$ cat src/rtl/des_round_ctrl_if.sv
// Control bundle between the DES round sequencer and its requester,
// consumer and shared round datapath.
interface des_round_ctrl_if;
  logic       in_valid;
  logic       in_ready;
  logic       decrypt;
  logic       load;
  logic       round_en;
  logic [3:0] round_idx;
  logic [1:0] key_shift;
  logic       key_dir;
  logic       out_valid;
  logic       out_ready;
  logic       busy;

  // Sequencer side
  modport master (
    input  in_valid, decrypt, out_ready,
    output in_ready, load, round_en, round_idx, key_shift, key_dir,
           out_valid, busy
  );

  // Requester / consumer / datapath side
  modport slave (
    output in_valid, decrypt, out_ready,
    input  in_ready, load, round_en, round_idx, key_shift, key_dir,
           out_valid, busy
  );
endinterface

$ cat src/rtl/des_round_ctrl.sv
// Iterative DES round sequencer: accepts one block, steps the shared round
// datapath through ROUNDS rounds of RND_CYCLES cycles each, supplies the
// key-schedule rotation per round and holds the result until it is taken.
module des_round_ctrl #(
  parameter int unsigned ROUNDS     = 16,
  parameter int unsigned RND_CYCLES = 1
) (
  input  logic             clk,
  input  logic             rst,
  des_round_ctrl_if.master bus
);

  typedef enum logic [1:0] {IDLE, ROUND, DONE} state_t;

  localparam logic [3:0] LAST_RND = 4'(ROUNDS - 1);
  localparam logic [3:0] LAST_CYC = 4'(RND_CYCLES - 1);

  state_t     state_q, state_d;
  logic [3:0] round_idx_q, round_idx_d;
  logic [3:0] cnt_q, cnt_d;
  logic       key_dir_q, key_dir_d;

  logic       in_ready, load, round_en, out_valid, busy;
  logic [1:0] key_shift;

  // State and round/cycle counters; reset abandons any in-flight block
  always_ff @(posedge clk or posedge rst) begin
    if (rst) begin
      state_q     <= IDLE;
      round_idx_q <= '0;
      cnt_q       <= '0;
      key_dir_q   <= 1'b0;
    end else begin
      state_q     <= state_d;
      round_idx_q <= round_idx_d;
      cnt_q       <= cnt_d;
      key_dir_q   <= key_dir_d;
    end
  end

  // Next-state and handshake/round controls
  always_comb begin
    state_d     = state_q;
    round_idx_d = round_idx_q;
    cnt_d       = cnt_q;
    key_dir_d   = key_dir_q;
    in_ready    = 1'b0;
    load        = 1'b0;
    round_en    = 1'b0;
    out_valid   = 1'b0;
    busy        = 1'b0;
    unique case (state_q)
      IDLE: begin
        // rst gates in_ready so nothing is loaded while reset is asserted
        in_ready = ~rst;
        load     = bus.in_valid & ~rst;
        if (load) begin
          key_dir_d   = bus.decrypt;
          round_idx_d = '0;
          cnt_d       = '0;
          state_d     = ROUND;
        end
      end
      ROUND: begin
        busy = 1'b1;
        if (cnt_q == LAST_CYC) begin
          round_en = 1'b1;
          cnt_d    = '0;
          if (round_idx_q == LAST_RND) begin
            state_d = DONE;
          end else begin
            round_idx_d = round_idx_q + 4'd1;
          end
        end else begin
          cnt_d = cnt_q + 4'd1;
        end
      end
      DONE: begin
        busy      = 1'b1;
        out_valid = 1'b1;
        if (bus.out_ready) begin
          state_d     = IDLE;
          round_idx_d = '0;
        end
      end
      default: state_d = IDLE;
    endcase
  end

  // Per-round key rotation; decryption skips the round-0 rotation
  always_comb begin
    key_shift = 2'd0;
    if (state_q == ROUND) begin
      unique case (round_idx_q)
        4'd0:              key_shift = key_dir_q ? 2'd0 : 2'd1;
        4'd1, 4'd8, 4'd15: key_shift = 2'd1;
        default:           key_shift = 2'd2;
      endcase
    end
  end

  assign bus.in_ready  = in_ready;
  assign bus.load      = load;
  assign bus.round_en  = round_en;
  assign bus.round_idx = round_idx_q;
  assign bus.key_shift = key_shift;
  assign bus.key_dir   = key_dir_q;
  assign bus.out_valid = out_valid;
  assign bus.busy      = busy;

endmodule

$ cat src/flat_wrapper.sv
// flat-port wrapper written by rule: the top's interface ports become plain ports
module des_round_ctrl_flat 
#(
  parameter int unsigned ROUNDS     = 16,
  parameter int unsigned RND_CYCLES = 1
)
  (clk, rst, bus_in_valid, bus_decrypt, bus_out_ready, bus_in_ready, bus_load, bus_round_en, bus_round_idx, bus_key_shift, bus_key_dir, bus_out_valid, bus_busy);
  des_round_ctrl_if bus_i ();
  input  logic clk;
  input  logic rst;
  input wire logic [$bits(bus_i.in_valid)-1:0] bus_in_valid;
  input wire logic [$bits(bus_i.decrypt)-1:0] bus_decrypt;
  input wire logic [$bits(bus_i.out_ready)-1:0] bus_out_ready;
  output wire logic [$bits(bus_i.in_ready)-1:0] bus_in_ready;
  output wire logic [$bits(bus_i.load)-1:0] bus_load;
  output wire logic [$bits(bus_i.round_en)-1:0] bus_round_en;
  output wire logic [$bits(bus_i.round_idx)-1:0] bus_round_idx;
  output wire logic [$bits(bus_i.key_shift)-1:0] bus_key_shift;
  output wire logic [$bits(bus_i.key_dir)-1:0] bus_key_dir;
  output wire logic [$bits(bus_i.out_valid)-1:0] bus_out_valid;
  output wire logic [$bits(bus_i.busy)-1:0] bus_busy;
  assign bus_i.in_valid = bus_in_valid;
  assign bus_i.decrypt = bus_decrypt;
  assign bus_i.out_ready = bus_out_ready;
  assign bus_in_ready = bus_i.in_ready;
  assign bus_load = bus_i.load;
  assign bus_round_en = bus_i.round_en;
  assign bus_round_idx = bus_i.round_idx;
  assign bus_key_shift = bus_i.key_shift;
  assign bus_key_dir = bus_i.key_dir;
  assign bus_out_valid = bus_i.out_valid;
  assign bus_busy = bus_i.busy;
  des_round_ctrl #(.ROUNDS(ROUNDS), .RND_CYCLES(RND_CYCLES)) u_core (.clk(clk), .rst(rst), .bus(bus_i));
endmodule
$ cat config.mk
export PLATFORM = sky130hd
export DESIGN_NAME = des_round_ctrl_flat
export DESIGN_NICKNAME = d
export VERILOG_FILES = /design/src/rtl/des_round_ctrl_if.sv /design/src/rtl/des_round_ctrl.sv /design/src/flat_wrapper.sv
export SDC_FILE = /design/constraint.sdc
export NUM_CORES = 1
export LEC_CHECK = 0
export ABC_AREA = 1
export CAP_MARGIN = 40
export CORE_MARGIN = 8
export CORE_UTILIZATION = 50
export DETAILED_ROUTE_END_ITERATION = 12
export PLACE_DENSITY_LB_ADDON = 0.15
export SETUP_SLACK_MARGIN = 0.15
export SYNTH_ARGS = -nofsm -noshare
export SYNTH_HDL_FRONTEND = slang
export SYNTH_SLANG_ARGS = --single-unit
$ cat constraint.sdc
create_clock -name clk -period 1.6 [get_ports clk]
set_input_delay 0.24 -clock clk [delete_from_list [all_inputs] [get_ports clk]]
set_output_delay 0.24 -clock clk [all_outputs]
set_load 0.005 [all_outputs]
; Word-level counts from Yosys, hierarchy flattened
; Cells that the tools add are included.
[op_classes]
n_addsub = 2
eq_ne = 10
mux = 21
n_bitwise = 2
n_reduce_logical = 11
[op_table]
columns = cell, count
row1 = two-way mux 4 bit, 5
row2 = case mux 4 bit (3 select lines), 1
row3 = two-way mux 2 bit, 5
row4 = adder 4 x 1 -> 4 bit (second input constant), 2
row5 = equality test 4 bit (second input constant), 2
row6 = zero test 4 bit, 2
row7 = case mux 4 bit (2 select lines), 1
row8 = two-way mux 1 bit, 7
row9 = inequality test 2 x 1 -> 1 bit (second input constant), 3
row10 = case mux 2 bit (3 select lines), 1
row11 = AND reduction 5 bit, 1
row12 = equality test 4 x 1 -> 1 bit (second input constant), 1
row13 = inequality test 2 bit (second input constant), 2
row14 = case mux 2 bit (2 select lines), 1
row15 = AND reduction 2 bit, 2
row16 = AND reduction 4 bit, 1
row17 = nonzero test 3 bit, 1
row18 = OR reduction 3 bit, 1
row19 = equality test 2 x 1 -> 1 bit (second input constant), 1
row20 = equality test 2 bit (second input constant), 1
row21 = zero test 2 bit, 1
row22 = nonzero test 2 bit, 1
row23 = OR reduction 2 bit, 1
row24 = bitwise AND 1 bit, 1
row25 = inverter 1 bit, 1
[word_totals]
reg_bits = 11
in_bits = 5
out_inout_bits = 12
word_cells = 50

; Logic depth before layout (Yosys ltp)
[depth]
depth_word = 4
depth_mapped = 8
depth_no_buf = 8

; Least setup slack after synthesis
; No wires, ideal clock.
[synth_timing]
kind = register to register
start = reg u_core.state_q[0]
end = reg u_core.state_q[0]
setup_ps = 117
arrival_ps = 1208
slack_ps = 275
path_stages_with_launch = 9
n_path_buf = 0
period_less_slack_ps = 1325
cell_sequence = dfrtp_1 inv_1 ha_1 nand2_1 inv_1 a21oi_1 nand3_1 nand2_1 nand2_1
[synth_between]
elab_chain_cells = 3
word_cells_on_any_way = 9
classes_between = eq/ne (6) / mux (1) / reduce/logical (2)
[synth_rtl]
columns = item, line
row1 = start: declaration, des_round_ctrl.sv:18  ; state_t state_q, state_d;
row2 = start signal: assignment, des_round_ctrl.sv:34  ; state_q <= state_d;
row3 = equality test 2 x 1 -> 1 bit (tied with other cells), des_round_ctrl.sv:52  ; unique case (state_q)
row4 = inequality test 2 x 1 -> 1 bit (no source line) or inequality test 2 bit (tied branches), n/a
row5 = AND reduction 4 bit (no source line), n/a
; Parallel ways exist; a longest one is shown, timed or not.
; A chain may end at the register's enable or synchronous reset.

; Worst setup path after layout
[layout_timing]
start = reg u_core.cnt_q[0]
end = out bus_round_en
[layout_between]
elab_chain_cells = 3
[layout_rtl]
columns = item, line
row1 = start: declaration, des_round_ctrl.sv:20  ; logic [3:0] cnt_q, cnt_d;
row2 = start signal: assignment, des_round_ctrl.sv:36  ; cnt_q <= cnt_d;
row3 = zero test 4 bit, des_round_ctrl.sv:66  ; if (cnt_q == LAST_CYC) begin
row4 = two-way mux 1 bit, des_round_ctrl.sv:66
row5 = two-way mux 1 bit, des_round_ctrl.sv:52
row6 = end: declaration, flat_wrapper.sv:16  ; output wire logic [$bits(bus_i.round_en)-1:0] bus_round_en;
; Every way passes these cells.

==> impl_metrics.py <==
metrics = {
    "worst_setup_path": {
        "path_cells": "inv_1 -> ha_1 -> nand2_1 -> nor2_1 -> dlygate4sd2_1",
        "cp_top_family": "buffers and inverters",
        "crit_required_ns": 1.36,
        "cp-end-kind": "primary output",
        "cp-start-kind": "flop",
        "slowest_stage": "dfrtp_1",
        "crit_buf_inv": 2,
        "worstSetupPathType": "reg -> out",
        "arrival_ns": 1.50,
        "cpPeakStageDelay_ns": 0.40,
        "path_max_fanout": 3,
    },
    "detailed_routing": {
        "wl_per_cell_um": 18.1,
        "wirelength_mm": 3.26,
        "drtAntennaViolNets": 0,
        "drc_errors": 0,
        "drt_iter0_markers": 52,
        "via_per_inst": 5.53,
        "via_count": 996,
        "drt_pass1_iterations": 5,
    },
    "cells_and_area": {
        "instances_no_fill": 180,
        "syn_to_final_growth_pct": 72.8,
        "fin_area_um2": 1460,
        "post-route-util_pct": 88.1,
        "insertedDiodeCount": 0,
        "drive_gt1_share_pct": 54.0,
        "final_nets": 179,
    },
    "timing": {
        "fin_tns_setup_ns": -0.380,
        "rsz0062_at_grt": "yes",
        "fin_crit_ns": 1.74,
        "report.final.setup_viol": 4,
        "holdWs_ns": 0.450,
        "hold_viol_final": 0,
        "fmax_mhz": 575,
        "worst_slew_pin_slew_ns": 0.246,
        "min_period_over_period_pct": 109,
        "layout_setup_ws_ns": -0.139,
        "slew-limit-headroom_pct": 83.5,
        "finClkSkew_ns": 0.00388,
        "finalMaxSlewViolations": 0,
    },
    "yosys": {
        "ys_warn_count": 0,
        "synth_top_area_cell": "dfrtp_1",
        "yosys.cell_types.count": 21,
        "synth_top_area_share_pct": 32.7,
        "synth_edf_count": 0,
        "async_reset_ff_share_pct": 100,
        "synth_seq_cells": 11,
        "yosysSeqAreaShare_pct": 32.7,
        "synthCells": 110,
        "yosys-top-cells-area": "dfrtp_1 33%, ha_1 15%, nand2_1 11%, inv_1 6.2%, nand3_1 5.3%",
        "netlist_area_um2": 842,
        "synth_nets": 125,
        "syn_area_per_cell_um2": 7.66,
        "synth_flop_cell": "dfrtp_1",
        "synth_common_cells": "25 x nand2_1, 14 x inv_1, 11 x dfrtp_1",
        "synth_most_common_cell": "nand2_1",
    },
    "global_route": {
        "grt_overflow": 0,
        "grt_pass1_vias": 834,
        "grt_max_degree": 12,
        "antenna_found_initial": 0,
        "track_usage_pct": 14.4,
        "grt_first_pass_wirelength_mm": 3.78,
    },
    "clock_tree": {
        "cts_root_buffer": "clkbuf_4",
        "clkSinkCount": 11,
        "clockBufferDepth": 2,
        "numCtsBuffers": 3,
        "clk_pin_slew_worst_paths_ns": 0.08,
        "clk_latency_ns": 0.28,
        "postCtsHoldBufs": 0,
        "htreeDepth": 1,
        "cts_tree": "done",
    },
    "place": {
        "placed_area_um2": 1150,
        "place_inst": 161,
        "dp_slack_ns": -0.226,
        "post-dp-hpwl_mm": 1.67,
        "routabilityCongestion": 0.831,
        "port_buffers": 16,
    },
    "power": {
        "ir_drop_mv": 1.06,
        "total_power_mw": 2.16,
        "leakage_nw": 0.762,
        "power.density_nw_per_um2": 1480,
    },
    "floorplanning": {
        "die_y_um": 57.0,
        "rows": 15,
        "dieArea_um2": 3250,
        "start_util_pct": 51.0,
        "design.core.area_um2": 1650,
        "chipWidth_um": 57.0,
        "num_io_pins": 17,
    },
    "status": {
        "status": "finished with violations",
        "violations": "negative setup slack",
    },
    "flow_run": {
        "maxCapViolCount": 0,
    },
    "hold_path": {
        "min_path_type": "in -> async",
    },
}
==> power by group <==
part           total, mW  internal, mW  switching [mW]
registers          0.388         0.332          0.0557
logic               1.56         0.825           0.736
clock network      0.207        0.0967           0.110
total               2.16          1.25           0.902
==> sequential cells by signal, indices dropped and copies added (netlist names) <==
name	count
u_core.cnt_q	4
u_core.bus.key_dir	1
u_core.state_q	2
u_core.bus.round_idx	4
==> metal layers <==
layer,track usage (%),wire (um),vias to the layer above
met2,25.9,1700,51
met3,2.22,165,19
li1,-,-,464
met5,0,0,-
met1,16.2,1210,462
met4,6.04,179,0
==> cell type report <==
type | instances | area, um2
fillers | 76 | 196
well taps | 17 | 21.3
flip-flops and latches | 11 | 278
clock buffers | 4 | 26.3
inverters | 17 | 66.3
multi-input cells | 81 | 634
repair buffers | 50 | 429
==> layout by cell type, fill, tap and decap left out, types with 3 or more instances in the layout <==
| cell | Yosys | layout |
|---|---|---|
| o21ai_2 | 0 | 4 |
| nor2_1 | 10 | 9 |
| nand2_4 | 1 | 3 |
| nand3_2 | 1 | 6 |
| inv_1 | 14 | 8 |
| buf_4 | 0 | 27 |
| nand4_1 | 3 | 3 |
| inv_2 | 3 | 8 |
| nand3_1 | 9 | 3 |
| a21oi_1 | 5 | 4 |
| dfrtp_1 | 11 | 9 |
| clkdlybuf4s50_1 | 0 | 5 |
| buf_2 | 0 | 3 |
| dlygate4sd2_1 | 0 | 3 |
| clkbuf_4 | 0 | 3 |
| buf_6 | 0 | 12 |
| nand2_2 | 3 | 4 |
| ha_2 | 0 | 3 |
| ha_1 | 10 | 4 |
| ha_4 | 0 | 3 |
| nand2_1 | 25 | 22 |
==> path summary, 6_finish.rpt <==
kind	from	endpoint	slack [ns]	cells after the start
min reg2reg	u_core.bus.key_dir	u_core.bus.key_dir	0.57	2
min in group clk	bus_decrypt	u_core.bus.key_dir	0.51	3
max	u_core.cnt_q[0]	bus_round_en	-0.14	5
min	rst	u_core.bus.key_dir	0.45	4
max in group asynchronous	rst	u_core.bus.round_idx[3]	0.97	4
max reg2reg	u_core.state_q[0]	u_core.cnt_q[2]	-0.01	10
==> worst min-delay path, stage by stage <==
cell	delay, ns
clkdlybuf4s50_1	0.45
inv_2	0.10
buf_4	0.11
buf_4	0.20
==> kinds of logic (layout without fill, tap and decap cells) <==
logic type                 after synthesis  after routing  synth area share (%)
DFF                                     11             11                  32.7
AOI/OAI and AO/OA                       14             14                  9.66
adders and majority gates               10             10                  14.9
and+or+nand+nor                         57             57                  33.6
buffers and inverters                   18             71                  9.21
==> what timing repair did <==
action,in CTS,in global routing
endpoints found under the setup margin,17,17
buffers inserted,8,7
pin swaps,9,12
gates cloned,0,0
gates resized for setup,58,30
(Power assumes the default switching activity.)
